### src/rtl/imem_loader.sv
// -----------------------------------------------------------------------------
// imem_loader
//   Write-side loader for the core's 32-word instruction memory. It receives a
//   length-prefixed byte stream over a valid/ready interface: one byte N
//   (1..32 words), followed by 4*N bytes. Every four bytes are assembled
//   little-endian into one 32-bit word, and that word is issued as a
//   single-cycle RAM write. The core is held in reset (cpu_rst_n low) until a
//   load completes successfully.
//
//   Optional build macro: IMEM_LOADER_NOP_FILL_EN
//     When it is defined, the words after the last loaded word are written
//     with NOP_WORD, so the rest of the memory holds NOPs. When it is not
//     defined, words that were not loaded keep their previous contents.
//
// Ports
//   clk        in   system clock (all state changes on the rising edge)
//   rst_n      in   asynchronous active-low reset
//   start      in   one-cycle pulse that begins a load (ignored while busy)
//   rx_data    in   [7:0] incoming byte
//   rx_valid   in   rx_data is valid
//   rx_ready   out  loader accepts a byte (LEN/DATA states)
//   wr_en      out  instruction RAM write strobe, one cycle per word
//   wr_addr    out  [ADDR_W-1:0] byte address of the written word ([1:0]=0)
//   wr_data    out  [31:0] written word
//   cpu_rst_n  out  core reset, released only after a successful load
//   busy       out  load in progress
//   done       out  last load completed successfully (level)
//   err        out  last load rejected because of a bad length byte (level)
// -----------------------------------------------------------------------------
module imem_loader #(
  parameter int          WORDS_LOG2 = 5,             // memory depth = 2**WORDS_LOG2 words
  parameter int          ADDR_W     = 7,             // must equal WORDS_LOG2+2
  parameter logic [31:0] NOP_WORD   = 32'h0000_0013  // addi x0,x0,0
) (
  input  logic              clk,
  input  logic              rst_n,
  input  logic              start,
  input  logic [7:0]        rx_data,
  input  logic              rx_valid,
  output logic              rx_ready,
  output logic              wr_en,
  output logic [ADDR_W-1:0] wr_addr,
  output logic [31:0]       wr_data,
  output logic              cpu_rst_n,
  output logic              busy,
  output logic              done,
  output logic              err
);

  // The length counter must hold values up to and including 2**WORDS_LOG2.
  // The length arrives as a single byte, so WORDS_LOG2 must be 7 or less.
  localparam int               LEN_W     = WORDS_LOG2 + 1;
  localparam logic [LEN_W-1:0] MAX_WORDS = LEN_W'(1) << WORDS_LOG2;
  localparam logic [7:0]       MAX_LEN_B = 8'(MAX_WORDS);

  typedef enum logic [2:0] {
    S_IDLE  = 3'd0,
    S_LEN   = 3'd1,
    S_DATA  = 3'd2,
    S_WRITE = 3'd3,
`ifdef IMEM_LOADER_NOP_FILL_EN
    S_FILL  = 3'd4,
`endif
    S_DONE  = 3'd5,
    S_ERR   = 3'd6
  } state_t;

  state_t                  state_q, state_d;
  logic [WORDS_LOG2-1:0]   idx_q,   idx_d;    // word index being written
  logic [1:0]              bcnt_q,  bcnt_d;   // byte position within word
  logic [LEN_W-1:0]        len_q,   len_d;    // word count N
  logic [31:0]             asm_q,   asm_d;    // word assembly register
  logic [ADDR_W-1:0]       addr_q,  addr_d;   // last written address (held)
  logic [31:0]             data_q,  data_d;   // last written data (held)

  logic last_word;
  logic idx_top;
  logic len_ok;
  logic in_fill;

  assign last_word = ({1'b0, idx_q} == (len_q - LEN_W'(1)));
  assign idx_top   = &idx_q;
  assign len_ok    = (rx_data != 8'd0) && (rx_data <= MAX_LEN_B);

`ifdef IMEM_LOADER_NOP_FILL_EN
  assign in_fill = (state_q == S_FILL);
`else
  assign in_fill = 1'b0;
`endif

  always_comb begin
    state_d   = state_q;
    idx_d     = idx_q;
    bcnt_d    = bcnt_q;
    len_d     = len_q;
    asm_d     = asm_q;
    addr_d    = addr_q;
    data_d    = data_q;
    rx_ready  = 1'b0;
    busy      = 1'b0;
    wr_en     = 1'b0;
    wr_addr   = addr_q;
    wr_data   = data_q;
    done      = 1'b0;
    err       = 1'b0;
    cpu_rst_n = 1'b0;

    case (state_q)
      S_IDLE, S_DONE, S_ERR: begin
        done      = (state_q == S_DONE);
        err       = (state_q == S_ERR);
        cpu_rst_n = (state_q == S_DONE);
        if (start) begin
          state_d = S_LEN;
          idx_d   = '0;
          bcnt_d  = '0;
        end
      end

      S_LEN: begin
        rx_ready = 1'b1;
        busy     = 1'b1;
        if (rx_valid) begin
          if (len_ok) begin
            len_d   = LEN_W'(rx_data);
            state_d = S_DATA;
          end else begin
            state_d = S_ERR;
          end
        end
      end

      S_DATA: begin
        rx_ready = 1'b1;
        busy     = 1'b1;
        if (rx_valid) begin
          asm_d[{bcnt_q, 3'b000} +: 8] = rx_data;
          bcnt_d = bcnt_q + 2'd1;
          if (bcnt_q == 2'd3) state_d = S_WRITE;
        end
      end

      S_WRITE: begin
        busy  = 1'b1;
        wr_en = 1'b1;
        if (last_word) begin
`ifdef IMEM_LOADER_NOP_FILL_EN
          // A full image (N = max) leaves nothing to fill.
          if (idx_top) begin
            state_d = S_DONE;
          end else begin
            idx_d   = idx_q + 1'b1;
            state_d = S_FILL;
          end
`else
          state_d = S_DONE;
`endif
        end else begin
          idx_d   = idx_q + 1'b1;
          bcnt_d  = '0;
          state_d = S_DATA;
        end
      end

`ifdef IMEM_LOADER_NOP_FILL_EN
      S_FILL: begin
        busy  = 1'b1;
        wr_en = 1'b1;
        if (idx_top) state_d = S_DONE;
        else         idx_d   = idx_q + 1'b1;
      end
`endif

      default: state_d = S_IDLE;
    endcase

    // The write port shows the current word while a write is issued. At all
    // other times it holds the last written address and data.
    if (wr_en) begin
      wr_addr = ADDR_W'({idx_q, 2'b00});
      wr_data = in_fill ? NOP_WORD : asm_q;
      addr_d  = wr_addr;
      data_d  = wr_data;
    end
  end

  always_ff @(posedge clk or negedge rst_n) begin
    if (!rst_n) begin
      state_q <= S_IDLE;
      idx_q   <= '0;
      bcnt_q  <= '0;
      len_q   <= '0;
      asm_q   <= '0;
      addr_q  <= '0;
      data_q  <= '0;
    end else begin
      state_q <= state_d;
      idx_q   <= idx_d;
      bcnt_q  <= bcnt_d;
      len_q   <= len_d;
      asm_q   <= asm_d;
      addr_q  <= addr_d;
      data_q  <= data_d;
    end
  end

endmodule

### config.mk
export PLATFORM = sky130hd
export DESIGN_NAME = imem_loader
export DESIGN_NICKNAME = d
export VERILOG_FILES = /design/src/rtl/imem_loader.sv
export SDC_FILE = /design/constraint.sdc
export NUM_CORES = 1
export LEC_CHECK = 0
export BUFFER_PORTS_ARGS = -buffer_cell sky130_fd_sc_hd__buf_2
export CORE_MARGIN = 3
export CORE_UTILIZATION = 50
export DETAILED_ROUTE_END_ITERATION = 8
export GPL_TIMING_DRIVEN = 0
export PLACE_DENSITY_LB_ADDON = 0.1
export SYNTH_ARGS = -nofsm -noshare
export SYNTH_HDL_FRONTEND = slang
export SYNTH_SLANG_ARGS = --single-unit
### constraint.sdc
create_clock -name clk -period 2.5 [get_ports clk]
set_clock_uncertainty 0.2 [all_clocks]
set_input_delay 0.5 -clock clk [delete_from_list [all_inputs] [get_ports clk]]
set_output_delay 0.5 -clock clk [all_outputs]
set_load 0.02 [all_outputs]
==> run summary, run 1 <==
Max Clock Freq -> 417 MHz
1st-iter DRT viols -> 135
Overflow after GRT -> 0
Rows -> 31
Clk slew on worst S/H paths -> 0.09 ns
First-pass GRT wire length -> 14.9 mm
Remaining antenna violation count -> 0
TritonRoute pass-1 iters -> 4
Setup CP Type -> reg -> reg
TritonCTS clock tree -> built
Final Hold Vio Count -> 0
CP Cell Sequence -> inv_1 > ha_1 > nor3b_1 > nand2_1 > o21ai_0
Worst setup SP type -> flip-flop
Synth top area cells -> dfrtp_1 56%, nand2_1 18%, o21ai_0 3.2%
Post-synthesis cell area -> 3880 um2
Post-synth top area share -> 56.1%
CP arrival -> 2.46 ns
Clk_lat worst skew -> 0.35 ns
Ys flop type -> dfrtp_1
DRT Wirelength -> 8.74 mm
Layout Nets -> 513
WL per Instance -> 14.6 um
Root buf cell -> clkbuf_8
Worst Path Required -> 2.56 ns
Final Core Density -> 62.6%
Placer Congestion -> 0.902
CP max stage delay -> 0.76 ns
Die W -> 94.1 um
Synthesis-to-layout area growth -> 19.5%
Cell Area, Placed -> 4320 um2
Initial Util -> 52.4%
Post-route cell area -> 4640 um2
Status -> completed
IO Count -> 57
Hold Path Class -> in -> reg
Yosys reg bits -> 87
Layout cells sized above 1 -> 20.2%
Worst vdd ir -> 0.462 mV
Die area -> 8860 um2
Ys async rst share -> 100%
Core area -> 7410 um2
DP Wirelength -> 6.11 mm
GRT Total Usage -> 21.7%
Via count -> 3127
CTS buffer count -> 9
Seq/Total Area, Yosys -> 56.1%
Least-Margin Pin Slew -> 0.986 ns
Synth Area per Inst -> 9.16 um2
Number of clock sinks -> 87
Number of flops mapped to enable cells by yosys -> 0
DP Cell Count -> 580
RSZ-0062 raised after global routing -> yes
Power Density -> 1180 nW/um2
Initial antenna violation count -> 0
Crit end category -> flip-flop
Clock Path Buffers -> 2
Top-count cell post-synth -> nand2_1
Crit path max fanout -> 8
Number of synthesis warnings -> 0
Hold slack -> 0.250 ns
Pin count of the biggest net entering global routing -> 59
Slew Limit Headroom -> 34.1%
Pins over their slew limit -> 0
Syn nets -> 443
Fin crit period -> 2.40 ns
Largest area contributor in the netlist -> dfrtp_1
Number of max-cap violations -> 0
Leakage -> 2.40 nW
Post-Layout Cell Count -> 598
Port buffer count -> 56
N_diodes -> 0
Vias in the first global route -> 3058
Post-Synthesis Cells -> 424
Die height -> 94.1 um
# H-tree levels -> 3
Max stage delay cell, worst path -> nor3b_1
Final setup fails -> 0
Final period utilization -> 95.9%
Synth cell types -> 54
Residual DRC -> 0
Top post-synthesis cells by count -> 185 x nand2_1, 87 x dfrtp_1, 25 x o21ai_0
DR vias/cell -> 5.23
==> power by group <==
part	total, mW	switching (mW)	internal, mW
clock	1.12	0.519	0.598
combinational	2.24	1.46	0.779
sequential	2.12	0.250	1.87
==> worst max-delay path: cells and delay by family, from the launching register on <==
kind	cells	cell delay (ns)
AO/OA/AOI/OAI	1	0.22
adder cells (fa/ha/maj)	1	0.38
buffers and inverters	1	0.15
flip-flops	1	0.45
AND/OR/NAND/NOR	2	0.91
==> layout make-up <==
cell class | instances | area [um2]
flip-flops and latches | 87 | 2180
clock inverters | 6 | 91.3
repair buffers | 62 | 365
well taps | 99 | 124
fillers | 675 | 2770
clock buffers | 10 | 138
plain buffers | 16 | 104
multi-input cells | 311 | 1610
inverters | 7 | 31.3
==> what timing repair did <==
| action | CTS | global route |
|---|---|---|
| endpoints found under the hold margin | 29 | 0 |
| setup buffers | 3 | 1 |
| pin swaps | 1 | 1 |
| gates resized for setup | 25 | 8 |
| setup endpoints to repair | 40 | 52 |
| hold buffers | 1 | 0 |
==> path summary, 6_finish.rpt <==
| check | from | slack (ns) | depth (start not counted) | to |
|---|---|---|---|---|
| setup / recovery | bcnt_q[0] | 0.10 | 5 | asm_q[1] |
| hold / removal | rx_data[7] | 0.25 | 3 | asm_q[15] |
| setup reg to reg | bcnt_q[0] | 0.10 | 5 | asm_q[1] |
| hold reg to reg | data_q[11] | 0.27 | 2 | data_q[11] |
| max in group asynchronous | rst_n | 1.08 | 3 | len_q[0] |
| min in group asynchronous | rst_n | 0.42 | 2 | data_q[16] |
==> kinds of logic (layout without fill, tap and decap cells) <==
family                     Yosys count  in the layout  share of synthesized area (%)
DFF                                 87             87                           56.1
and+or+nand+nor                    226            226                           24.8
muxes                                9              9                           2.58
buffers and inverters               26            101                           2.93
adders and majority gates            7              7                           2.26
AOI/OAI and AO/OA                   60             60                           9.28
xor gates and xnor gates             9              9                           2.03
==> layer usage <==
metal	global-route usage [%]	vias up	share of wire, %
met5	0	-	0
met4	7.10	0	1.3
met3	4.81	11	4.4
met2	33.2	82	46
met1	30.7	1499	48
li1	-	1535	-
==> placed cells by master (no fill, tap or decap), types with 3 or more instances in the layout <==
master and n:
inv_6 3, clkbuf_8 11, xnor2_1 4, o21ai_0 25
buf_4 12, inv_1 5, nand2b_1 3, mux2_1 6
xor2_1 5, clkbuf_1 5, nor2_1 10, dfrtp_1 86
ha_1 7, o21ai_1 10, nand3_1 4, buf_2 55
nand2_1 184, a21oi_1 7, nor3b_1 4, nor3_1 3
==> registers in the layout (all words and copies together), names as in the netlist <==
register	count
idx_q	5
data_q	32
addr_q	7
asm_q	32
state_q	3
bcnt_q	2
len_q	6
==> metrics by stage <==
| step | power (mW) | TNS [ns] | worst slack (ns) |
|---|---|---|---|
| finish | 5.48 | 0 | 0.102 |
| global route | 5.90 | -1.60 | -0.135 |
| CTS | 5.52 | 0 | 0.00370 |
| detailed placement | 4.31 | -8.58 | -0.490 |
| global placement | 4.23 | -9.04 | -0.515 |
| floorplan | 3.63 | 0 | 0.110 |
(Power assumes the default switching activity.)
==> run 2: changes to the inputs <==
- REMOVE_ABC_BUFFERS: default -> 1
==> run 2 against run 1 <==
First-iteration DRC count is 3.7% lower. Via count is 2.3% lower. Hold slack worse by 0.0023 ns. Sequential power is 2% higher. Largest power group is now sequential cells. Register-to-register slack better by 0.098 ns. Fmax is 1.4% higher. Cell count is 1.3% lower. Highest routed layer unchanged.
==> run summary, run 2 (synthesized netlist as in run 1, its figures left out) <==
Via count -> 3054
Initial Util -> 52.4%
Die area -> 8860 um2
Worst setup SP type -> flip-flop
Setup CP Type -> reg -> out
Most used cell, CP -> nand2_1
Residual DRC -> 0
First-pass GRT wire length -> 14.8 mm
Cell family with most CP delay -> simple AND/OR/NAND/NOR gates
Final Core Density -> 62.4%
Layout Nets -> 505
Reg2reg start -> len_q[2]
Number of max-cap violations -> 0
Pins over their slew limit -> 0
Final Hold Vio Count -> 0
Initial antenna violation count -> 0
Min-delay src -> rx_data[0]
DR vias/cell -> 5.18
Placer Congestion -> 0.801
Worst Path Buf+Inv -> 2
Hold Path Class -> in -> reg
DP Wirelength -> 5.53 mm
Remaining antenna violation count -> 0
CP Cell Sequence -> nor2b_4 > buf_4 > nand2_8 > nand2_1 > nand2_1 > buf_2
TritonRoute pass-1 iters -> 4
Final setup fails -> 0
Overflow after GRT -> 0
Commonest non-fill, non-tap cells in the layout -> 184 x nand2_1, 84 x dfrtp_1, 54 x buf_2, 25 x o21ai_0, 11 x buf_4
Pre-CTS setup slack -> -0.841 ns
Crit end category -> output pin
DRT Wirelength -> 9.07 mm
Die W -> 94.1 um
Power Density -> 1170 nW/um2
Clk_lat worst skew -> 0.36 ns
# H-tree levels -> 3
Die height -> 94.1 um
Fill count -> 627
Clock Path Buffers -> 2
1st-iter DRT viols -> 130
RSZ-0062 raised after global routing -> yes
Critical path launch point -> state_q[2]
Pin count of the biggest net entering global routing -> 58
Slew Limit Headroom -> 39.5%
Crit path max fanout -> 22
CP max stage delay -> 0.45 ns
Core area -> 7410 um2
CP arrival -> 1.66 ns
Most common cell after layout, fill and taps aside -> nand2_1
Layout cells sized above 1 -> 20.6%
Worst Path Required -> 1.80 ns
Clk slew on worst S/H paths -> 0.09 ns
Port buffer count -> 56
Worst vdd ir -> 0.483 mV
Status -> completed
CTS buffer count -> 9
Synthesis-to-layout area growth -> 19.1%
Final worst-path setup slack -> 0.135 ns
N_diodes -> 0
Area of the multi-input gates -> 1650 um2
Sum Neg Setup Slack -> 0 ns
GRT Total Usage -> 21.9%
Register area -> 2180 um2
Fin crit period -> 2.36 ns
Final period utilization -> 94.6%
Root buf cell -> clkbuf_8
Number of clock sinks -> 87
IO Count -> 57
Reg2reg setup slack -> 0.20 ns
Leakage -> 2.37 nW
Least-Margin Pin Slew -> 0.905 ns
Top Registers -> asm_q (32), data_q (32), addr_q (7)
TritonCTS clock tree -> built
WL per Instance -> 15.4 um
Max stage delay cell, worst path -> dfrtp_2
Max Clock Freq -> 423 MHz
Rows -> 31
Vias in the first global route -> 3011
[run 2: cell type report]
| type | count | share of cell area (%) |
|---|---|---|
| timing repair inverter | 1 | 0.352 |
| timing repair buffer | 67 | 8.44 |
| sequential | 87 | 47.2 |
| multi-input combinational | 313 | 35.6 |
| clock inverter | 7 | 2.08 |
| tap | 99 | 2.68 |
| inverter | 7 | 0.920 |
| clock buffer | 9 | 2.68 |
[run 2: path summary, 6_finish.rpt]
| path | depth (start not counted) | to |
|---|---|---|
| max reg2reg | 7 | idx_q[0] |
| min in group asynchronous | 2 | data_q[15] |
| min reg2reg | 2 | addr_q[4] |
| min | 3 | asm_q[8] |
| max | 6 | wr_data[1] |
| max in group asynchronous | 3 | state_q[0] |
[run 2: repair_timing]
action / 4_1_cts / 5_1_grt
hold buffers: 1 / 0
resized for setup: 15 / 3
hold endpoints to repair: 30 / 0
pin swaps: 1 / 0
buffers inserted: 5 / 4
setup endpoints to repair: 85 / 47
gates cloned: 2 / 1
[run 2: report_power, final]
part,internal [mW],switching [mW]
registers,1.87,0.293
logic,0.712,1.45
clock network,0.564,0.518
[run 2: worst min-delay path, cell delays in order]
cell and delay [ns]:
buf_2 0.14, nand2_1 0.06, o21ai_0 0.07
[run 2: through the flow]
stage	power, mW	hold slack [ns]	cell area (um2)	std cells
6_report	5.40	0.247	4620	590
5_1_grt	5.81	0.252	4620	590
4_1_cts	5.42	0.237	4570	585
3_5_place_dp	4.22	0.254	4230	561
3_3_place_gp	4.12	0.247	4200	560
2_1_floorplan	3.54	0.00441	3790	405
[run 2: routing by layer]
metal  vias to the layer above  GRT usage (%)  part of all wire [%]
li1                       1522              -                     -
met1                      1449           30.4                    47
met2                        68           33.6                    47
met3                        15           3.61                   4.5
met4                         0           9.87                   1.5
met5                         -              0                     0
==> run 3: changes to the inputs <==
- BUFFER_PORTS_ARGS: -buffer_cell sky130_fd_sc_hd__buf_2 -> -buffer_cell sky130_fd_sc_hd__buf_4
- RECOVER_POWER: default -> 50
==> run 3 against run 2 <==
Sequential power barely moved. Power rose by 4.6%. Core utilization rose by 1.5 points. Register-to-register slack got worse by 0.03 ns. Sequential share of layout area fell by 1.1 points. Die area did not move. First-iteration DRC count rose by 50%. Design area rose by 2.4%. Count of clock-buffer cells in the layout did not move. Critical path depth fell by 1. Fmax fell by 0.28%. Non-clock buffer count fell by 4.
==> run summary, run 3 (synthesized netlist as in run 1, its figures left out) <==
Vias in the first global route -> 2880
Overflow after GRT -> 0
Slew Limit Headroom -> 28.1%
Power Density -> 1190 nW/um2
Pins over their slew limit -> 0
TritonCTS clock tree -> built
Via count -> 3055
Fill count -> 622
Cell Area, Placed -> 4340 um2
DR vias/cell -> 5.21
Number of max-cap violations -> 0
Switching Power -> 2.26 mW
Met1 Use GR -> 30.0%
Final setup fails -> 0
First-pass GRT wire length -> 14.3 mm
N_diodes -> 0
Root buf cell -> clkbuf_8
Layout Nets -> 501
WL per Instance -> 15.2 um
Clk_lat worst skew -> 0.35 ns
RSZ-0062 raised after global routing -> yes
Rows -> 31
GRT met3 Usage -> 3.85%
Fin crit period -> 2.37 ns
Worst Path Required -> 1.80 ns
Setup CP Type -> reg -> out
Number of clock sinks -> 87
Synthesis-to-layout area growth -> 21.9%
Die height -> 94.1 um
GR peak layer -> met2
DRT Wirelength -> 8.90 mm
Residual DRC -> 0
Int Power -> 3.39 mW
DP Wirelength -> 5.19 mm
IO Count -> 57
CTS buffer count -> 9
Status -> completed
Port buffer count -> 56
Clock Path Buffers -> 2
Grt met2 use -> 32.6%
TritonRoute pass-1 iters -> 4
Leakage -> 2.37 nW
Final period utilization -> 94.9%
Total power -> 5.65 mW
Combinational fraction of design power -> 41.0%
Core area -> 7410 um2
Initial antenna violation count -> 0
1st-iter DRT viols -> 195
Die area -> 8860 um2
Worst setup SP type -> flip-flop
Clk slew on worst S/H paths -> 0.08 ns
Crit path max fanout -> 21
Commonest non-fill, non-tap cells in the layout -> 184 x nand2_1, 84 x dfrtp_1, 63 x buf_4, 25 x o21ai_0
Top Registers -> asm_q (32), data_q (32), addr_q (7)
Worst vdd ir -> 0.545 mV
Die W -> 94.1 um
Hold Path Class -> in -> async
Layout cells sized above 1 -> 20.1%
Pin count of the biggest net entering global routing -> 88
Register share of total power -> 38.1%
Placer Congestion -> 0.803
Most common cell after layout, fill and taps aside -> nand2_1
CP arrival -> 1.67 ns
Least-Margin Pin Slew -> 1.08 ns
Max Clock Freq -> 422 MHz
Clk network pwr share -> 20.9%
# H-tree levels -> 3
GRT Total Usage -> 21.1%
Post-route cell area -> 4730 um2
Remaining antenna violation count -> 0
Final Hold Vio Count -> 0
Final Core Density -> 63.9%
Switching share of power -> 40.0%
Crit end category -> output pin
Initial Util -> 52.4%
[run 3: critical path: stages (launching register included)]
cell and delay (ns):
dfrtp_4 0.60, nand2_8 0.20, inv_12 0.17, nand2_1 0.07, nand2_1 0.10, buf_4 0.15
[run 3: worst paths after layout]
path | start | end | slack [ns] | depth (start not counted)
setup / recovery | state_q[0] | wr_data[3] | 0.13 | 5
hold / removal | rst_n | data_q[14] | 0.16 | 1
setup reg to reg | len_q[0] | state_q[1] | 0.17 | 7
hold reg to reg | data_q[19] | data_q[19] | 0.28 | 2
max in group asynchronous | rst_n | state_q[0] | 1.15 | 1
min in group clk | rx_data[0] | asm_q[24] | 0.24 | 3
[run 3: area by class of cell]
| class | count | area (um2) | share of cell area [%] |
|---|---|---|---|
| clock buffer | 9 | 124 | 2.62 |
| clock inverter | 7 | 120 | 2.54 |
| inverter | 7 | 38.8 | 0.819 |
| multi-input combinational | 313 | 1650 | 34.9 |
| sequential | 87 | 2180 | 46.1 |
| tap | 99 | 124 | 2.62 |
| timing repair buffer | 63 | 473 | 9.99 |
| timing repair inverter | 1 | 20.0 | 0.423 |
[run 3: metrics by stage]
| stage | TNS [ns] | hold slack (ns) | worst slack, ns | std cells |
|---|---|---|---|---|
| floorplan | -15.84 | 0.00441 | -0.415 | 405 |
| global placement | -82.06 | 0.253 | -1.31 | 560 |
| detailed placement | -38.61 | 0.259 | -0.813 | 560 |
| CTS | 0 | 0.194 | 0.0134 | 580 |
| global route | -0.154 | 0.226 | -0.0409 | 586 |
| finish | 0 | 0.156 | 0.128 | 586 |
[run 3: repair_timing]
action	in CTS	in global routing
setup buffers	2	5
gates cloned	2	1
hold buffers	0	0
pin swaps	1	1
gates resized for setup	13	6
setup endpoints to repair	85	53
[run 3: power by group through the flow]
| stage | Combinational [mW] | Clock, mW | Sequential (mW) |
|---|---|---|---|
| detailed placement | 2.19 | 0 | 2.17 |
| global route | 2.57 | 1.27 | 2.21 |
| global placement | 2.14 | 0 | 2.15 |
| finish | 2.32 | 1.18 | 2.15 |
| CTS | 2.28 | 1.21 | 2.15 |
| floorplan | 1.45 | 0 | 2.09 |
[run 3: per-layer routing]
| layer | vias to the layer above | part of all wire (%) |
|---|---|---|
| met3 | 8 | 5.5 |
| li1 | 1513 | - |
| met4 | 0 | 1.1 |
| met1 | 1457 | 48 |
| met5 | - | 0 |
| met2 | 77 | 46 |
